## config.mk

```make
export PLATFORM = sky130hd
export DESIGN_NAME = stream_mux_rr
export DESIGN_NICKNAME = d
export VERILOG_FILES = /design/src/rtl/stream_mux_rr.sv
export SDC_FILE = /design/constraint.sdc
export NUM_CORES = 1
export LEC_CHECK = 0
export CAP_MARGIN = 20
export CORE_UTILIZATION = 43
export CTS_CLUSTER_SIZE = 10
export DETAILED_ROUTE_END_ITERATION = 16
export PLACE_DENSITY_LB_ADDON = 0.1
export SLEW_MARGIN = 20
export SYNTH_ARGS = -nofsm -noshare
export SYNTH_HDL_FRONTEND = slang
export SYNTH_SLANG_ARGS = --single-unit
export TNS_END_PERCENT = 10
```

## constraint.sdc

```tcl
create_clock -name i_clk -period 3.7 [get_ports i_clk]
set_input_delay 0.555 -clock i_clk [delete_from_list [all_inputs] [get_ports i_clk]]
set_output_delay 0.555 -clock i_clk [all_outputs]
set_load 0.05 [all_outputs]
```

## src/rtl/stream_mux_rr.sv

```systemverilog
// N-channel valid/ready stream multiplexer with a registered output stage.
// Runtime choice of fixed-select (by i_sel) or round-robin arbitration.
module stream_mux_rr #(
  parameter int WIDTH  = 8,
  parameter int NUM_CH = 4,
  parameter int SEL_W  = 2
) (
  input  logic                    i_clk,
  input  logic                    i_rst_n,
  input  logic                    i_mode,
  input  logic [SEL_W-1:0]        i_sel,
  input  logic [NUM_CH*WIDTH-1:0] i_in_data,
  input  logic [NUM_CH-1:0]       i_in_valid,
  output logic [NUM_CH-1:0]       o_in_ready,
  output logic [WIDTH-1:0]        o_out_data,
  output logic                    o_out_valid,
  input  logic                    i_out_ready,
  output logic [SEL_W-1:0]        o_out_ch
);

  logic [WIDTH-1:0]  r_out_data;
  logic              r_out_valid;
  logic [SEL_W-1:0]  r_out_ch;
  logic [SEL_W-1:0]  r_ptr;

  logic              w_load;
  logic [NUM_CH-1:0] w_grant;
  logic [SEL_W-1:0]  w_gnt_idx;
  logic [WIDTH-1:0]  w_gnt_data;
  logic              w_found;
  logic [SEL_W-1:0]  w_scan;
  logic              w_xfer;

  assign w_load = ~r_out_valid | i_out_ready;

  // Out-of-range i_sel never matches any channel index, so it grants nothing.
  always_comb begin
    w_grant    = '0;
    w_gnt_idx  = '0;
    w_gnt_data = '0;
    w_found    = 1'b0;
    w_scan     = '0;
    if (i_mode == 1'b0) begin
      for (int i = 0; i < NUM_CH; i++) begin
        if ((i_sel == SEL_W'(i)) && i_in_valid[i]) begin
          w_grant[i] = 1'b1;
          w_gnt_idx  = SEL_W'(i);
          w_gnt_data = i_in_data[i*WIDTH +: WIDTH];
          w_found    = 1'b1;
        end else begin
          w_grant[i] = w_grant[i];
        end
      end
    end else begin
      for (int k = 1; k <= NUM_CH; k++) begin
        w_scan = SEL_W'((int'(r_ptr) + k) % NUM_CH);
        if (!w_found && i_in_valid[w_scan]) begin
          w_found    = 1'b1;
          w_gnt_idx  = w_scan;
          w_grant[w_scan] = 1'b1;
        end else begin
          w_found = w_found;
        end
      end
      for (int i = 0; i < NUM_CH; i++) begin
        if (w_grant[i]) begin
          w_gnt_data = i_in_data[i*WIDTH +: WIDTH];
        end else begin
          w_gnt_data = w_gnt_data;
        end
      end
    end
  end

  assign o_in_ready = {NUM_CH{w_load}} & w_grant;
  assign w_xfer     = |o_in_ready;

  // New grant wins over a simultaneous drain, so there is no bubble.
  always_ff @(posedge i_clk or negedge i_rst_n) begin
    if (!i_rst_n) begin
      r_out_valid <= 1'b0;
      r_out_data  <= '0;
      r_out_ch    <= '0;
      r_ptr       <= SEL_W'(NUM_CH - 1);
    end else if (w_xfer) begin
      r_out_valid <= 1'b1;
      r_out_data  <= w_gnt_data;
      r_out_ch    <= w_gnt_idx;
      if (i_mode) begin
        r_ptr <= w_gnt_idx;
      end else begin
        r_ptr <= r_ptr;
      end
    end else if (i_out_ready) begin
      r_out_valid <= 1'b0;
    end else begin
      r_out_valid <= r_out_valid;
    end
  end

  assign o_out_data  = r_out_data;
  assign o_out_valid = r_out_valid;
  assign o_out_ch    = r_out_ch;

endmodule

```

## Word level (Yosys, flattened, before mapping)

Cells that the tools add are included.

- $add $sub $neg: 4
- Reduce and logical (&&, ||, !) cells: 18
- Eq/ne operators: 3
- Muxes and demuxes: 54
- Bitwise logic cells: 6
- Magnitude comparators: 8

Operators with widths:

| kind | count |
|---|---|
| 8-bit two-way mux | 9 |
| 4-bit two-way mux | 9 |
| 1-bit two-way mux | 21 |
| 2-bit two-way mux | 7 |
| 2-bit by 3-bit < comparator with 1-bit output, second input constant | 4 |
| 4-bit bitwise OR | 3 |
| 1-bit logical AND | 11 |
| 1-bit binary-select mux with 2-bit select | 4 |
| 1-bit demux with 2-bit select | 4 |
| 2-bit by 1-bit greater-or-equal comparator with 1-bit output, second input constant | 4 |
| 2-bit by 1-bit adder with 2-bit output, second input constant | 2 |
| 2-bit adder, second input constant | 2 |
| 4-bit AND | 1 |
| 2-bit equality test, second input constant | 2 |
| 4-bit OR reduction | 1 |
| 1-bit logical NOT | 3 |
| 2-bit by 1-bit equality test with 1-bit output, second input constant | 1 |
| 2-bit logical NOT | 1 |
| 2-bit AND reduction | 1 |
| 2-bit nonzero test | 1 |
| 1-bit NOT | 1 |
| 1-bit bitwise OR | 1 |

- Bits of input ports: 42
- Bits in registers: 13

## Depth between registers and ports, before layout

Gate-level depths: netlist (run 1).

- Word-level depth: 22
- Gate-level depth with buffers: 13

## Worst setup path before layout (run 1)

Ideal clock, no wire load.

- Path type: flip-flop to output port
- Start: reg r_ptr[1]
- End: out o_in_ready[0]
- Arrival: 3.570 ns
- Stages on the path, launching flop included: 9
- Buffers on the path: 2
- Setup slack: -0.425 ns
- Path through: dfstp_2 > buf_2 > inv_1 > ha_1 > buf_4 > mux4_2 > nor4b_4 > a221oi_1 > a211oi_1

- Cells in the longest elaborated chain, start to end: 19
- Elaborated cells between the ends (all ways): 57

RTL lines:

| what | RTL line | text |
|---|---|---|
| start, declared | 24 | `logic [SEL_W-1:0] r_ptr;` |
| start signal, assigned | 84 | `r_ptr <= SEL_W'(NUM_CH - 1);` |
| start signal, assigned | 90 | `r_ptr <= w_gnt_idx;` |
| start signal, assigned | 92 | `r_ptr <= r_ptr;` |
| branches (longest 15 deep; another with 2-bit by 3-bit < comparator with 1-bit output) | n/a |  |
| 4-bit two-way mux (*) | 57 | `if (!w_found && i_in_valid[w_scan]) begin` |
| 4-bit two-way mux (*) (2 in series) | 43 | `if (i_mode == 1'b0) begin` |
| 4-bit AND (*) | 75 | `assign o_in_ready = {NUM_CH{w_load}} & w_grant;` |
| end, declared | 14 | `output logic [NUM_CH-1:0] o_in_ready,` |

Mark *: on every way between the ends. The select of a mux whose other input is x is not followed.

## Worst setup path in the final report (run 1)

Same ends and word-level chain as after synthesis.

==> metrics, run 1 <==
RSZ-0062 raised after global routing yes; final weighted congestion of routability-driven global placement 1.01; required time at the worst-slack endpoint between 3 and 4 ns; switching power of the nets 1.09 mW; Iter 0 DRT Violations 92; GRT Total Usage around 24%; half-perimeter wire length after detailed placement around 4100 um; share of total power consumed by net switching between 40% and 50%; Arrival @ worst endpoint roughly 3.0 ns; Syn Nets about 250; Min Clock Period, post-route roughly 3.6 ns; number of levels in the clock H-tree 1; Starting Density roughly 46%; status completed; metal1 wirelength around 2600 um; fraction of the yosys area taken by sequential cells ~18%; area of placed instances 2580 sq um; number of max-slew violations in the final report 0; number of hold violations in the final report 0; Cells after Synth just over 200; number of ports placed on the die boundary between 50 and 60; detailed-route via count between 1.5k and 2k; number of global-route vias before repair 1764; r2r setup slk approximately 0.27 ns; Hold Crit Class flop to flop; ys flop type sky130_fd_sc_hd__dfrtp_1; Period Utilization, post-route around 97%; core footprint 4060 sq um; Netlist cell types 57; count of cells along the worst register-to-register path 10; launch instance of the worst register-to-register path r_ptr[1]; Finish-stage setup viols 0; number of sinks on the clock net 13; clock tree from TritonCTS done; Clock Latency Late Sink between 0.2 and 0.25 ns; worst relative slew slack between 40% and 50%; Clk pwr share about 5.4%; number of search-and-repair iterations in the first detailed-routing pass 5; combinational share of power 83.3%; final net count between 300 and 400; first-pass GRT wire length 8470 um; Die Footprint around 4600 sq um; residual DRC count 0; register share of total power 11.3%; Hold Buf Count CTS 0; proportion of synthesized flip-flops having asynchronous set or reset 100%; Max Root-Sink Buffers 2; remaining antenna violation count 0; flip-flop and latch count after synthesis 13; number of CTS-inserted buffers 3; Netlist Area Pre-Place between 1500 and 2000 sq um; metal3 WL roughly 210 um; Clock Skew approximately 0.0046 ns; floorplan row count 23; final core utilization approximately 65%; fin area 2660 sq um; critical setup path kind flop to primary output; cell internal power dissipation 1.20 mW; max-capacitance violation count 0; cell chosen for the clock root sky130_fd_sc_hd__clkbuf_8; static leakage roughly 1.1 nW; largest net degree at the start of global routing 22; aggregate global routing overflow 0; detail-routed via count per cell 5.91; total of warnings raised by yosys 0; floorplan die height 67.7 um; antenna cell count 0; power per unit of standard cell area 862 nW/um^2; die extent in x between 60 and 70 um; Post-Synthesis Mean Instance Area 9.19 sq um; Placed Cells incl. Taps 313; destination of the worst register-to-register timing path o_out_data[4]; clock edge transition at the registers on the reported setup and hold paths roughly 0.050 ns; final wirelength around 5200 um; number of buffers inserted by port buffering 56; startpoint of the worst setup timing path r_ptr[1]; non-filler instance count after layout between 300 and 400; number of antenna violations at the first check in global routing 0; Max FO, Critical Path 5; worst-case vdd ir drop between 0.3 and 0.4 mV; post-detailed-route wirelength per cell around 16 um; highest metal layer with signal wires met4; critical path startpoint category flop; number of enable-type register cells in the synthesized netlist 0; share of post-route cells with drive strength above 1 24.9%; endpoint class of the critical path primary output; Max Freq between 200 and 300 MHz; transition time at the pin with the least slew margin ~0.8 ns; area added between synthesis and finish 43.2%; worst hold path cell count 1; crit path capture o_in_ready[0]; met2 WL post-DR approximately 2300 um
## power groups by stage
stage          clock [mW]  sequential [mW]  combinational [mW]
2_1_floorplan           0            0.460                1.10
4_1_cts             0.130            0.260                1.86
3_3_place_gp            0            0.260                1.84
6_report            0.124            0.259                1.91
5_1_grt             0.134            0.269                2.05
3_5_place_dp            0            0.259                1.85
## cell usage in the layout (no fill, tap or decap), drive strengths merged, types with 2 or more instances in the layout
| master | netlist | final |
|---|---|---|
| inv | 14 | 14 |
| nand2b | 2 | 2 |
| o22ai | 2 | 2 |
| ha | 8 | 8 |
| o31ai | 2 | 2 |
| nand3 | 2 | 2 |
| a21oi | 7 | 7 |
| clkbuf | 8 | 3 |
| o311ai | 16 | 16 |
| nor2 | 9 | 9 |
| nand2 | 18 | 18 |
| and3 | 3 | 3 |
| mux2 | 14 | 14 |
| a22oi | 8 | 8 |
| mux4 | 4 | 4 |
| nor3b | 3 | 3 |
| a311oi | 2 | 2 |
| a221o | 8 | 8 |
| dfstp | 2 | 2 |
| clkdlybuf4s50 | 0 | 52 |
| a221oi | 3 | 3 |
| buf | 11 | 30 |
| nor2b | 3 | 3 |
| a31oi | 3 | 3 |
| dfrtp | 11 | 11 |
| o21ai | 4 | 4 |
| o221ai | 2 | 2 |
| and2 | 2 | 2 |
| a21o | 9 | 9 |
| mux2i | 9 | 9 |
## sequential cells by signal (all words and copies together) (netlist names)
| name | cells |
|---|---|
| r_ptr | 2 |
| o_out_data | 8 |
| o_out_valid | 1 |
| o_out_ch | 2 |
## worst max-delay path: stages (launching register included)
cell	delay (ns)
sky130_fd_sc_hd__dfstp_2	0.53
sky130_fd_sc_hd__inv_1	0.05
sky130_fd_sc_hd__ha_2	0.38
sky130_fd_sc_hd__mux4_2	0.58
sky130_fd_sc_hd__nor4b_4	0.41
sky130_fd_sc_hd__a221oi_1	0.20
sky130_fd_sc_hd__buf_4	0.17
sky130_fd_sc_hd__a211oi_2	0.30
sky130_fd_sc_hd__buf_12	0.18
## cell usage after synthesis (3+ instances only)
master                     count  share of area, %
sky130_fd_sc_hd__o311ai_0      8               3.8
sky130_fd_sc_hd__nand2_1      17               3.4
sky130_fd_sc_hd__o311ai_1      8               3.8
sky130_fd_sc_hd__ha_1          8               5.4
sky130_fd_sc_hd__o21ai_0       3              0.81
sky130_fd_sc_hd__mux2i_1       9               4.9
sky130_fd_sc_hd__nor2_1        9               1.8
sky130_fd_sc_hd__a21o_1        9               3.6
sky130_fd_sc_hd__buf_6         3               1.8
sky130_fd_sc_hd__buf_2         4               1.1
sky130_fd_sc_hd__a22oi_1       8               3.2
sky130_fd_sc_hd__a221oi_1      3               1.4
sky130_fd_sc_hd__clkbuf_1      7               1.4
sky130_fd_sc_hd__mux2_4        8               6.5
sky130_fd_sc_hd__nor2b_1       3               1.0
sky130_fd_sc_hd__mux4_2        4               4.9
sky130_fd_sc_hd__dfrtp_1      11                15
sky130_fd_sc_hd__mux2_2        4               2.4
sky130_fd_sc_hd__and3_1        3               1.0
sky130_fd_sc_hd__a21oi_1       7               1.9
sky130_fd_sc_hd__a221o_1       8               4.3
sky130_fd_sc_hd__inv_1        14               2.8
## logic make-up (layout without fill, tap and decap cells)
group	after synthesis	after routing	synth area share, %
AOI/OAI and AO/OA	70	70	31.5
muxes	27	27	19.8
and+or+nand+nor	51	51	16.4
adders and majority gates	8	8	5.39
buffers and inverters	33	100	9.24
DFF	13	13	17.7
## how the worst min path moves through the flow
| stage | startpoint | endpoint | slack (ns) |
|---|---|---|---|
| after floorplan | i_rst_n | o_out_ch[0] | 0.26 |
| after global placement | o_out_ch[0] | o_out_ch[0] | 0.47 |
| after detailed placement | o_out_ch[0] | o_out_ch[0] | 0.48 |
| after CTS | o_out_ch[0] | o_out_ch[0] | 0.49 |
| after global routing | o_out_ch[0] | o_out_ch[0] | 0.52 |
| final | o_out_ch[0] | o_out_ch[0] | 0.48 |
## per-layer routing
layer	global-route usage, %	vias up
met5	0	-
met4	7.71	0
met3	1.18	6
met2	37.4	65
met1	35.5	888
li1	-	927
## final cells by class
cell class	instances	area, sq um
Fill cell	353	1400
Multi-Input combinational cell	156	1370
Timing Repair Buffer	82	796
Sequential cell	13	328
Tap cell	50	62.6
Inverter	14	52.6
Clock buffer	3	41.3
Clock inverter	1	5.00
## timing repair
| action | in CTS | in global routing |
|---|---|---|
| endpoints found under the setup margin | 0 | 2 |
| buffers inserted | 0 | 2 |
| resized for setup | 0 | 2 |
## per-stage QoR
step	power, mW	hold slack [ns]	setup TNS (ns)	setup WS, ns
2_1_floorplan	1.56	0.259	-0.297	-0.197
3_3_place_gp	2.10	0.473	-0.0784	-0.0169
3_5_place_dp	2.11	0.477	-1.08	-0.158
4_1_cts	2.25	0.489	0	0.0592
5_1_grt	2.45	0.520	-0.0270	-0.0236
6_report	2.29	0.482	0	0.105
Note: power is estimated with default switching activity, not from simulation.
==> inputs of run 2 (changes only) <==
==> constraint.sdc (replaced) <==
create_clock -name i_clk -period 3.7 [get_ports i_clk]
set_input_delay 1.11 -clock i_clk [delete_from_list [all_inputs] [get_ports i_clk]]
set_output_delay 1.11 -clock i_clk [all_outputs]
set_load 0.05 [all_outputs]
==> metrics, run 2 (synthesized netlist as in run 1, its figures left out) <==
worst relative slew slack 39.8%; post-detailed-route wirelength per cell around 17 um; transition time at the pin with the least slew margin 0.902 ns; detailed-route via count around 2k; total negative slack -1.33 ns; Max FO, Critical Path 7; Finish-stage setup viols 4; Hold Buf Count CTS 0; Critical-path top delay cell sky130_fd_sc_hd__mux4_2; cell class contributing the biggest share of worst-path delay multiplexers; number of levels in the clock H-tree 1; largest net degree at the start of global routing 22; number of CTS-inserted buffers 3; Starting Density between 40% and 50%; post-layout worst setup margin -0.379 ns; Max Freq 245 MHz; aggregate global routing overflow 0; die extent in x 67.7 um; area of the multi-input gates 1460 sq um; GRT Total Usage roughly a quarter; Clock Latency Late Sink ~0.24 ns; number of ports placed on the die boundary 57; max reg flops 8; Levels on crit path 9; number of buffers inserted by port buffering 56; largest stage delay on the critical path about 0.54 ns; count of cells along the worst register-to-register path 12; area added between synthesis and finish 58.1%; critical path startpoint category input port; combined flip-flop and latch cell area 328 sq um; final weighted congestion of routability-driven global placement around 0.91; number of sinks on the clock net 13; max-capacitance violation count 0; Max Root-Sink Buffers 2; Arrival @ worst endpoint 2.97 ns; half-perimeter wire length after detailed placement approximately 4200 um; status finished with violations; worst-path cell chain buf_2 > mux4_2 > nor4b_4 > buf_4 > nand2_1 > o21ai_1 > mux2i_1 > nor2_2 > buf_12; static leakage 1.24 nW; area of placed instances 2750 sq um; Min Clock Period, post-route between 4 and 5 ns; share of post-route cells with drive strength above 1 34.7%; Placed Cells incl. Taps approximately 330; clock edge transition at the registers on the reported setup and hold paths ~0.050 ns; commonest cells after routing, fill and taps aside sky130_fd_sc_hd__clkdlybuf4s50_1, sky130_fd_sc_hd__buf_4, sky130_fd_sc_hd__nand2_1; endpoint class of the critical path primary output; worst-case vdd ir drop 0.410 mV; critical setup path kind input port to primary output; floorplan die height between 60 and 70 um; number of search-and-repair iterations in the first detailed-routing pass 4; first-pass GRT wire length 8910 um; FILL cells a little over 300; core footprint between 4000 and 5000 sq um; Die Footprint about 4600 sq um; violated checks setup timing; number of max-slew violations in the final report 0; Iter 0 DRT Violations about 100; residual DRC count 0; remaining antenna violation count 0; Clock Skew around 0.0032 ns; antenna cell count 0; required time at the worst-slack endpoint approximately 2.6 ns; power per unit of standard cell area just under 900 nW/um^2; non-filler instance count after layout about 340; RSZ-0062 raised after global routing yes; final net count 342; clock tree from TritonCTS done; detail-routed via count per cell ~5.8; number of antenna violations at the first check in global routing 0; worst hold path cell count 1; number of hold violations in the final report 0; most common cell after layout, fill and taps aside sky130_fd_sc_hd__clkdlybuf4s50_1; number of global-route vias before repair around 1.9k; combined buffer and inverter count along the critical path 3; Hold Crit Class flop to flop; cell chosen for the clock root sky130_fd_sc_hd__clkbuf_8; Period Utilization, post-route 110%; floorplan row count 23; fin area approximately 2900 sq um; final wirelength roughly 5700 um
[run 2: changes by cell type in the layout (fill, tap and decap cells not counted), moves of 3 or more]
| cell | change |
|---|---|
| sky130_fd_sc_hd__clkdlybuf4s50_1 | -4 |
| sky130_fd_sc_hd__buf_4 | +16 |
| sky130_fd_sc_hd__buf_2 | +3 |
| sky130_fd_sc_hd__buf_6 | +4 |
[run 2: cell type report]
class,count,share of cell area (%)
tap,50,2.13
inverter,14,1.79
multi-input combinational,156,49.7
clock inverter,1,0.171
clock buffer,3,1.41
sequential,13,11.2
timing repair buffer,104,33.6
[run 2: what timing repair did]
action | CTS | global route
buffers inserted | 6 | 3
setup endpoints to repair | 15 | 8
gates resized for setup | 28 | 7
pin swaps | 8 | 4
gates cloned | 0 | 0
[run 2: final timing paths]
check                         startpoint            end  slack [ns]
min                          o_out_ch[0]    o_out_ch[0]        0.48
max                        i_in_valid[1]  o_in_ready[1]       -0.38
max reg2reg                     r_ptr[0]  o_out_data[2]        0.21
min in group asynchronous        i_rst_n  o_out_data[7]        1.23
min reg2reg                  o_out_ch[0]    o_out_ch[0]        0.48
max in group asynchronous        i_rst_n    o_out_ch[1]        2.09
[run 2: power by group]
group	internal, mW	switching (mW)	total (mW)
Sequential	0.222	0.0376	0.260
Clock	0.0744	0.0519	0.126
Combinational	1.07	1.12	2.19
Total	1.37	1.21	2.58
[run 2: stage by stage]
stage	total power [mW]	worst slack, ns	hold slack [ns]	utilization, %
2_1_floorplan	1.60	-0.372	0.750	-
3_3_place_gp	2.23	-0.731	0.470	67.7
3_5_place_dp	2.23	-0.780	0.476	67.7
4_1_cts	2.53	-0.334	0.488	71.2
5_1_grt	2.73	-0.449	0.528	72.3
6_report	2.58	-0.379	0.484	72.3
[run 2: metal layers]
layer  vias up  wire, um  global-route usage, %
met2        61      2690                   41.2
met5         -         0                      0
met4         0        61                   7.71
li1        964         -                      -
met1       951      2740                   37.3
met3         6       203                   1.69
==> inputs of run 3 (changes only) <==
--- a/config.mk
+++ b/config.mk
@@ -5,6 +5,7 @@
 export SDC_FILE = /design/constraint.sdc
 export NUM_CORES = 1
 export LEC_CHECK = 0
+export ABC_CLOCK_PERIOD_IN_PS = 3700
 export CAP_MARGIN = 20
 export CORE_UTILIZATION = 43
 export CTS_CLUSTER_SIZE = 10
==> results of run 3 <==
No change in the layout: final DEF, timing and power equal those of run 2.
